$ cat config.mk
export PLATFORM = sky130hd
export DESIGN_NAME = glitch_clkgen
export DESIGN_NICKNAME = d
export VERILOG_FILES = /design/src/rtl/glitch_clkgen_pkg.sv /design/src/rtl/glitch_clkgen_phase_counter.sv /design/src/rtl/glitch_clkgen.sv
export SDC_FILE = /design/constraint.sdc
export NUM_CORES = 1
export LEC_CHECK = 0
export ABC_AREA = 1
export BUFFER_PORTS_ARGS = -buffer_cell sky130_fd_sc_hd__buf_2
export CAP_MARGIN = 10
export CORE_MARGIN = 2
export CORE_UTILIZATION = 45
export CTS_BUF_LIST = sky130_fd_sc_hd__clkbuf_16
export DETAILED_ROUTE_END_ITERATION = 6
export GPL_TIMING_DRIVEN = 0
export PLACE_DENSITY = 0.62
export SKIP_LAST_GASP = 1
export SLEW_MARGIN = 20
export SYNTH_ARGS = -nofsm -noshare
export SYNTH_HDL_FRONTEND = slang
export SYNTH_SLANG_ARGS = --single-unit
$ cat constraint.sdc
create_clock -name clk -period 3.4 [get_ports clk]
set_clock_uncertainty 0.1 [all_clocks]
set_input_delay 0.17 -clock clk [delete_from_list [all_inputs] [get_ports clk]]
set_output_delay 0.17 -clock clk [all_outputs]
set_load 0.02 [all_outputs]
$ cat src/rtl/glitch_clkgen_pkg.sv
// glitch_clkgen_pkg: shared FSM state type and default field widths for the glitch clock generator.
package glitch_clkgen_pkg;

    typedef enum logic [1:0] {
        ST_IDLE   = 2'd0,
        ST_ARMED  = 2'd1,
        ST_GLITCH = 2'd2,
        ST_DONE   = 2'd3
    } state_e;

    localparam int DEF_DIV_WIDTH = 8;
    localparam int DEF_DLY_WIDTH = 16;

endpackage

$ cat src/rtl/glitch_clkgen_phase_counter.sv
// clkgen_phase_counter: counts clk cycles of the current target-clock phase and strobes when it ends.
module clkgen_phase_counter #(
    parameter int W = 8
) (
    input  logic         clk,
    input  logic         rst_n,
    input  logic         en,
    input  logic [W-1:0] term,
    output logic         tick
);

    localparam logic [W-1:0] ONE = W'(1);

    logic [W-1:0] cnt_q, cnt_d;

    // The phase ends on the cycle the count reaches term-1; term is always at least 1.
    assign tick = en && (cnt_q >= term - ONE);

    // Next count: cleared while parked and at each phase end, otherwise advances.
    always_comb begin
        cnt_d = (!en || tick) ? '0 : cnt_q + ONE;
    end

    // Phase count register.
    always_ff @(posedge clk or negedge rst_n) begin
        if (!rst_n) begin
            cnt_q <= '0;
        end else begin
            cnt_q <= cnt_d;
        end
    end

endmodule

$ cat src/rtl/glitch_clkgen.sv
// glitch_clkgen: divided target clock with one schedulable shortened high phase.
// Optional macro GLITCH_CLKGEN_EDGECNT_EN adds io_edge_count, a wrapping count of rising toggles.
module glitch_clkgen
    import glitch_clkgen_pkg::*;
#(
    parameter int DIV_WIDTH = DEF_DIV_WIDTH,
    parameter int DLY_WIDTH = DEF_DLY_WIDTH
) (
    input  logic                 clk,
    input  logic                 io_reset_n,
    input  logic                 io_run,
    input  logic [DIV_WIDTH-1:0] io_half_period,
    input  logic                 io_arm,
    input  logic [DLY_WIDTH-1:0] io_glitch_delay,
    input  logic [DIV_WIDTH-1:0] io_glitch_len,
    output logic                 io_target_clk,
    output logic                 io_busy,
`ifdef GLITCH_CLKGEN_EDGECNT_EN
    output logic [DLY_WIDTH-1:0] io_edge_count,
`endif
    output logic                 io_glitch_done
);

    localparam logic [DIV_WIDTH-1:0] DIV_ONE = DIV_WIDTH'(1);
    localparam logic [DLY_WIDTH-1:0] DLY_ONE = DLY_WIDTH'(1);

    state_e               state_q, state_d;
    logic                 clk_q, clk_d;
    logic [DIV_WIDTH-1:0] term_q, term_d;
    logic [DIV_WIDTH-1:0] len_q, len_d;
    logic [DLY_WIDTH-1:0] dly_q, dly_d;
    logic [DLY_WIDTH-1:0] ecnt_q, ecnt_d;
    logic [DIV_WIDTH-1:0] h_eff, l_eff, cur_term;
    logic                 tick, rise, fall, hit;

    // Zero lengths behave as one cycle.
    assign h_eff = (io_half_period == '0) ? DIV_ONE : io_half_period;
    assign l_eff = (io_glitch_len == '0) ? DIV_ONE : io_glitch_len;

    // term_q of zero means no phase length sampled yet (first phase after run), so follow the live input.
    assign cur_term = (term_q == '0) ? h_eff : term_q;

    assign rise = tick && !clk_q;
    assign fall = tick && clk_q;
    assign hit  = (state_q == ST_ARMED) && rise && (ecnt_q == dly_q);

    clkgen_phase_counter #(
        .W(DIV_WIDTH)
    ) u_phase (
        .clk   (clk),
        .rst_n (io_reset_n),
        .en    (io_run),
        .term  (cur_term),
        .tick  (tick)
    );

    // Glitch scheduling FSM plus target clock level and next-phase length selection.
    always_comb begin
        state_d = state_q;
        clk_d   = tick ? ~clk_q : clk_q;
        term_d  = tick ? (hit ? len_q : h_eff) : term_q;
        len_d   = len_q;
        dly_d   = dly_q;
        ecnt_d  = ecnt_q;
        case (state_q)
            ST_IDLE: begin
                if (io_arm && io_run) begin
                    dly_d   = io_glitch_delay;
                    len_d   = l_eff;
                    ecnt_d  = '0;
                    state_d = ST_ARMED;
                end
            end
            ST_ARMED: begin
                if (rise) begin
                    state_d = hit ? ST_GLITCH : ST_ARMED;
                    ecnt_d  = hit ? ecnt_q : ecnt_q + DLY_ONE;
                end
            end
            ST_GLITCH: state_d = fall ? ST_DONE : ST_GLITCH;
            ST_DONE:   state_d = ST_IDLE;
            default:   state_d = ST_IDLE;
        endcase
        if (!io_run) begin
            state_d = ST_IDLE;
            clk_d   = 1'b0;
            term_d  = '0;
        end
    end

    // State, clock level and latched glitch parameters.
    always_ff @(posedge clk or negedge io_reset_n) begin
        if (!io_reset_n) begin
            state_q <= ST_IDLE;
            clk_q   <= 1'b0;
            term_q  <= '0;
            len_q   <= '0;
            dly_q   <= '0;
            ecnt_q  <= '0;
        end else begin
            state_q <= state_d;
            clk_q   <= clk_d;
            term_q  <= term_d;
            len_q   <= len_d;
            dly_q   <= dly_d;
            ecnt_q  <= ecnt_d;
        end
    end

    assign io_target_clk  = clk_q;
    assign io_busy        = (state_q == ST_ARMED) || (state_q == ST_GLITCH);
    assign io_glitch_done = (state_q == ST_DONE);

`ifdef GLITCH_CLKGEN_EDGECNT_EN
    logic [DLY_WIDTH-1:0] edges_q, edges_d;

    // Rising toggles since reset; nothing toggles while parked, so the count holds.
    always_comb begin
        edges_d = rise ? edges_q + DLY_ONE : edges_q;
    end

    // Edge count register.
    always_ff @(posedge clk or negedge io_reset_n) begin
        if (!io_reset_n) begin
            edges_q <= '0;
        end else begin
            edges_q <= edges_d;
        end
    end

    assign io_edge_count = edges_q;
`endif

endmodule

==> results.ini <==
[placement]
placed_area_um2 = 4090
place_hpwl_mm = 6.82
dp_slack_ps = -94.0
routabilityCongestion = 0.910
port_buffers = 38

[worst_setup_path]
path_class = flip-flop to flip-flop
required_ps = 3510
r2r-start = term_q[1]
worst-path-max-fanout = 7
startpoint_type = flip-flop
worst-r2r-cell-count = 24
critPathArrivalTime_ps = 3350
crit_path_end_kind = flip-flop
reg2reg_to = ecnt_q[7]
r2r_slack_ps = 160

[pwr]
comb_power_share = 0.375
total_power_mw = 3.27
powerDensity_nw_per_um2 = 670
switchingPower_mw = 1.17
power_frac_seq = 0.307
intPower_mw = 2.10
peakVddDrop_mv = 0.401
swShare = 0.359
p_leak_nw = 2.43
clkPwrFrac = 0.318

[routing]
drc = 0
routed_via_density = 5.07
post_drt_wl_per_cell_um = 13.6
ant_nets = 0
first_pass_iters = 5
via_count = 3582
drt_iter0_drc = 194
wirelength_mm = 9.62

[clock_network]
cts_max_path_buffers = 2
clkTransAtPathRegs_ps = 50
numCtsBuffers = 9
cts.htree.levels = 3
tritoncts = done
root_buffer = clkbuf_16
clk_latency_ps = 330
cts.sinks = 59

[sta]
drv_slew = 0
rsz0062_at_grt = true
whs_ps = 3.40
fin_ws_ps = 159
relSlewSlack = 0.502
setup_viol = 0
finalHoldViolCount = 0
tightest_slew_ps = 748
min_period_ps = 3240
fmax_ghz = 0.309
fin_crit_sh = 0.953

[grt]
antenna_found_initial = 0
grt_pass1_vias = 3235
grt.total_usage = 0.215
grt_pass1_wl_mm = 15.2
grt_start_max_net_pins = 60
grt-ovfl-total = 0

[finish]
drive_gt1_frac = 0.201
diodes = 0
nets = 649
syn_to_final_growth_pct = 29.5
stdcell_area_um2 = 4880
fin_util = 0.596

[yosys]
ys_warn_count = 0
yosysMostFrequentCell = nand2_1
synth.area.mux_share = 0.0269
synth-seq-area-share = 0.392
synth_seq_cells = 59
async_flop_share = 1.00
syn-num-nets = 566
netlist.area_leader.share = 0.392
ys.flop_type = dfrtp_1
synth_compound_area_frac = 0.0551
synth_simple_gate_area_frac = 0.345
synthAdderAreaFrac = 0.0532
synth_area_um2 = 3770
synth_top_cell_by_area = dfrtp_1
syn_inst = 514
synth_xor_area_frac = 0.0442
synth_cell_type_count = 35
synth_top_family_by_area = simple AND/OR/NAND/NOR gates
synth_common_cells = nand2_1, nor2_1, inv_1
yosys-top-cells-area = dfrtp_1, nand2_1, nor2_1, inv_1, nand3_1
synth_edf_count = 0
synth_area_per_cell_um2 = 7.33

[worst_hold_path]
min_from = io_glitch_delay[0]
min_to = dly_q[0]
min_delay_path_depth = 3
hold_class = primary input to flip-flop

[floorplanning]
core_area_um2 = 8180
die_area_um2 = 9120
fp-row-count = 33
die_height_um = 95.5
initial_core_util = 0.461
ioPinCount = 39
die_w_um = 95.5

[run]
cap_violations = 0

[outcome]
outcome = complete, no violations

## kinds of logic (layout without fill, tap and decap cells)
logic type	Yosys count	after routing
AOI/OAI and AO/OA	39	39
DFF	59	59
xor gates and xnor gates	19	19
muxes	9	9
and+or+nand+nor	296	296
buffers and inverters	76	164
adders and majority gates	16	16
## worst max-delay path, cell delays in order, from the launching register on
cell       delay [ps]
dfrtp_1           390
nor2_1            100
nand3_1           120
nor2_4            220
nor2_2             70
a21oi_2           140
inv_1              60
ha_2              190
inv_2              50
xor2_1            140
inv_1              90
ha_4              250
nand2_4            70
nor2_4             30
nor2_2             90
nand2_1            70
nand2_1            90
nand2_2           100
nand3_4           110
inv_2              60
nand2_4           110
nand3_4           160
clkbuf_16         230
nand2_2            50
nand2_1            50
## worst max-delay path by stage
stage | start | to | slack [ps] | cells past startpoint
3_5_place_dp | term_q[5] | ecnt_q[11] | -90 | 24
4_1_cts | term_q[5] | ecnt_q[12] | 50 | 24
2_1_floorplan | term_q[5] | ecnt_q[0] | 420 | 23
5_1_grt | term_q[1] | ecnt_q[7] | -90 | 24
6_report | term_q[1] | ecnt_q[7] | 160 | 24
3_3_place_gp | term_q[5] | ecnt_q[14] | -40 | 24
## power by group through the flow
| stage | Clock [mW] | Sequential (mW) | Combinational (mW) |
|---|---|---|---|
| after floorplan | 0 | 0.971 | 0.791 |
| after global placement | 0 | 1.01 | 1.00 |
| after detailed placement | 0 | 1.01 | 1.03 |
| after CTS | 1.05 | 1.00 | 1.05 |
| after global routing | 1.09 | 1.03 | 1.37 |
| final | 1.04 | 1.00 | 1.23 |
## state kept, by name (all words and copies together) (netlist names)
| signal | count |
|---|---|
| io_target_clk | 1 |
| u_phase.cnt_q | 8 |
| dly_q | 16 |
| ecnt_q | 16 |
| term_q | 8 |
| len_q | 8 |
| state_q | 2 |
## metrics by stage
stage                     instances  TNS [ps]
after floorplan                 514         0
after global placement          657      -388
after detailed placement        657     -1290
after global routing            707     -1160
after CTS                       692         0
final                           707         0
## placed cells by master, fill, tap and decap left out, types with 10 or more instances in the layout
master	Yosys	routed
buf_2	5	41
a21oi_1	26	22
buf_4	1	16
nor3_1	10	10
nand2_1	138	123
nand3_1	42	41
dlygate4sd3_1	0	19
nand4_1	25	25
dfrtp_1	59	59
clkbuf_16	0	10
inv_1	62	59
ha_1	16	14
nor2_1	67	63
xor2_1	14	14
nand2_2	0	13
## layer usage
| layer | vias to the layer above | GRT usage | part of all wire |
|---|---|---|---|
| met2 | 96 | 0.332 | 0.45 |
| met4 | 0 | 0.0690 | 0.011 |
| met3 | 14 | 0.0372 | 0.049 |
| met1 | 1632 | 0.307 | 0.49 |
| met5 | - | 0 | 0 |
| li1 | 1840 | - | - |
## cell type report
class,count,area (um2)
buffer,13,83.8
clock buffer,9,225
clock inverter,7,116
fill,760,3300
inverter,63,236
multi-input combinational,379,2090
sequential,59,1480
tap,105,131
timing repair buffer,72,513
## repair_timing
item | in CTS | in global routing
hold buffers | 19 | 0
hold endpoints to repair | 77 | 0
endpoints found under the setup margin | 22 | 28
buffers inserted | 0 | 14
gates resized for setup | 2 | 36
gates cloned | 0 | 1
pin swaps | 0 | 15
Note: power is estimated with default switching activity, not from simulation.
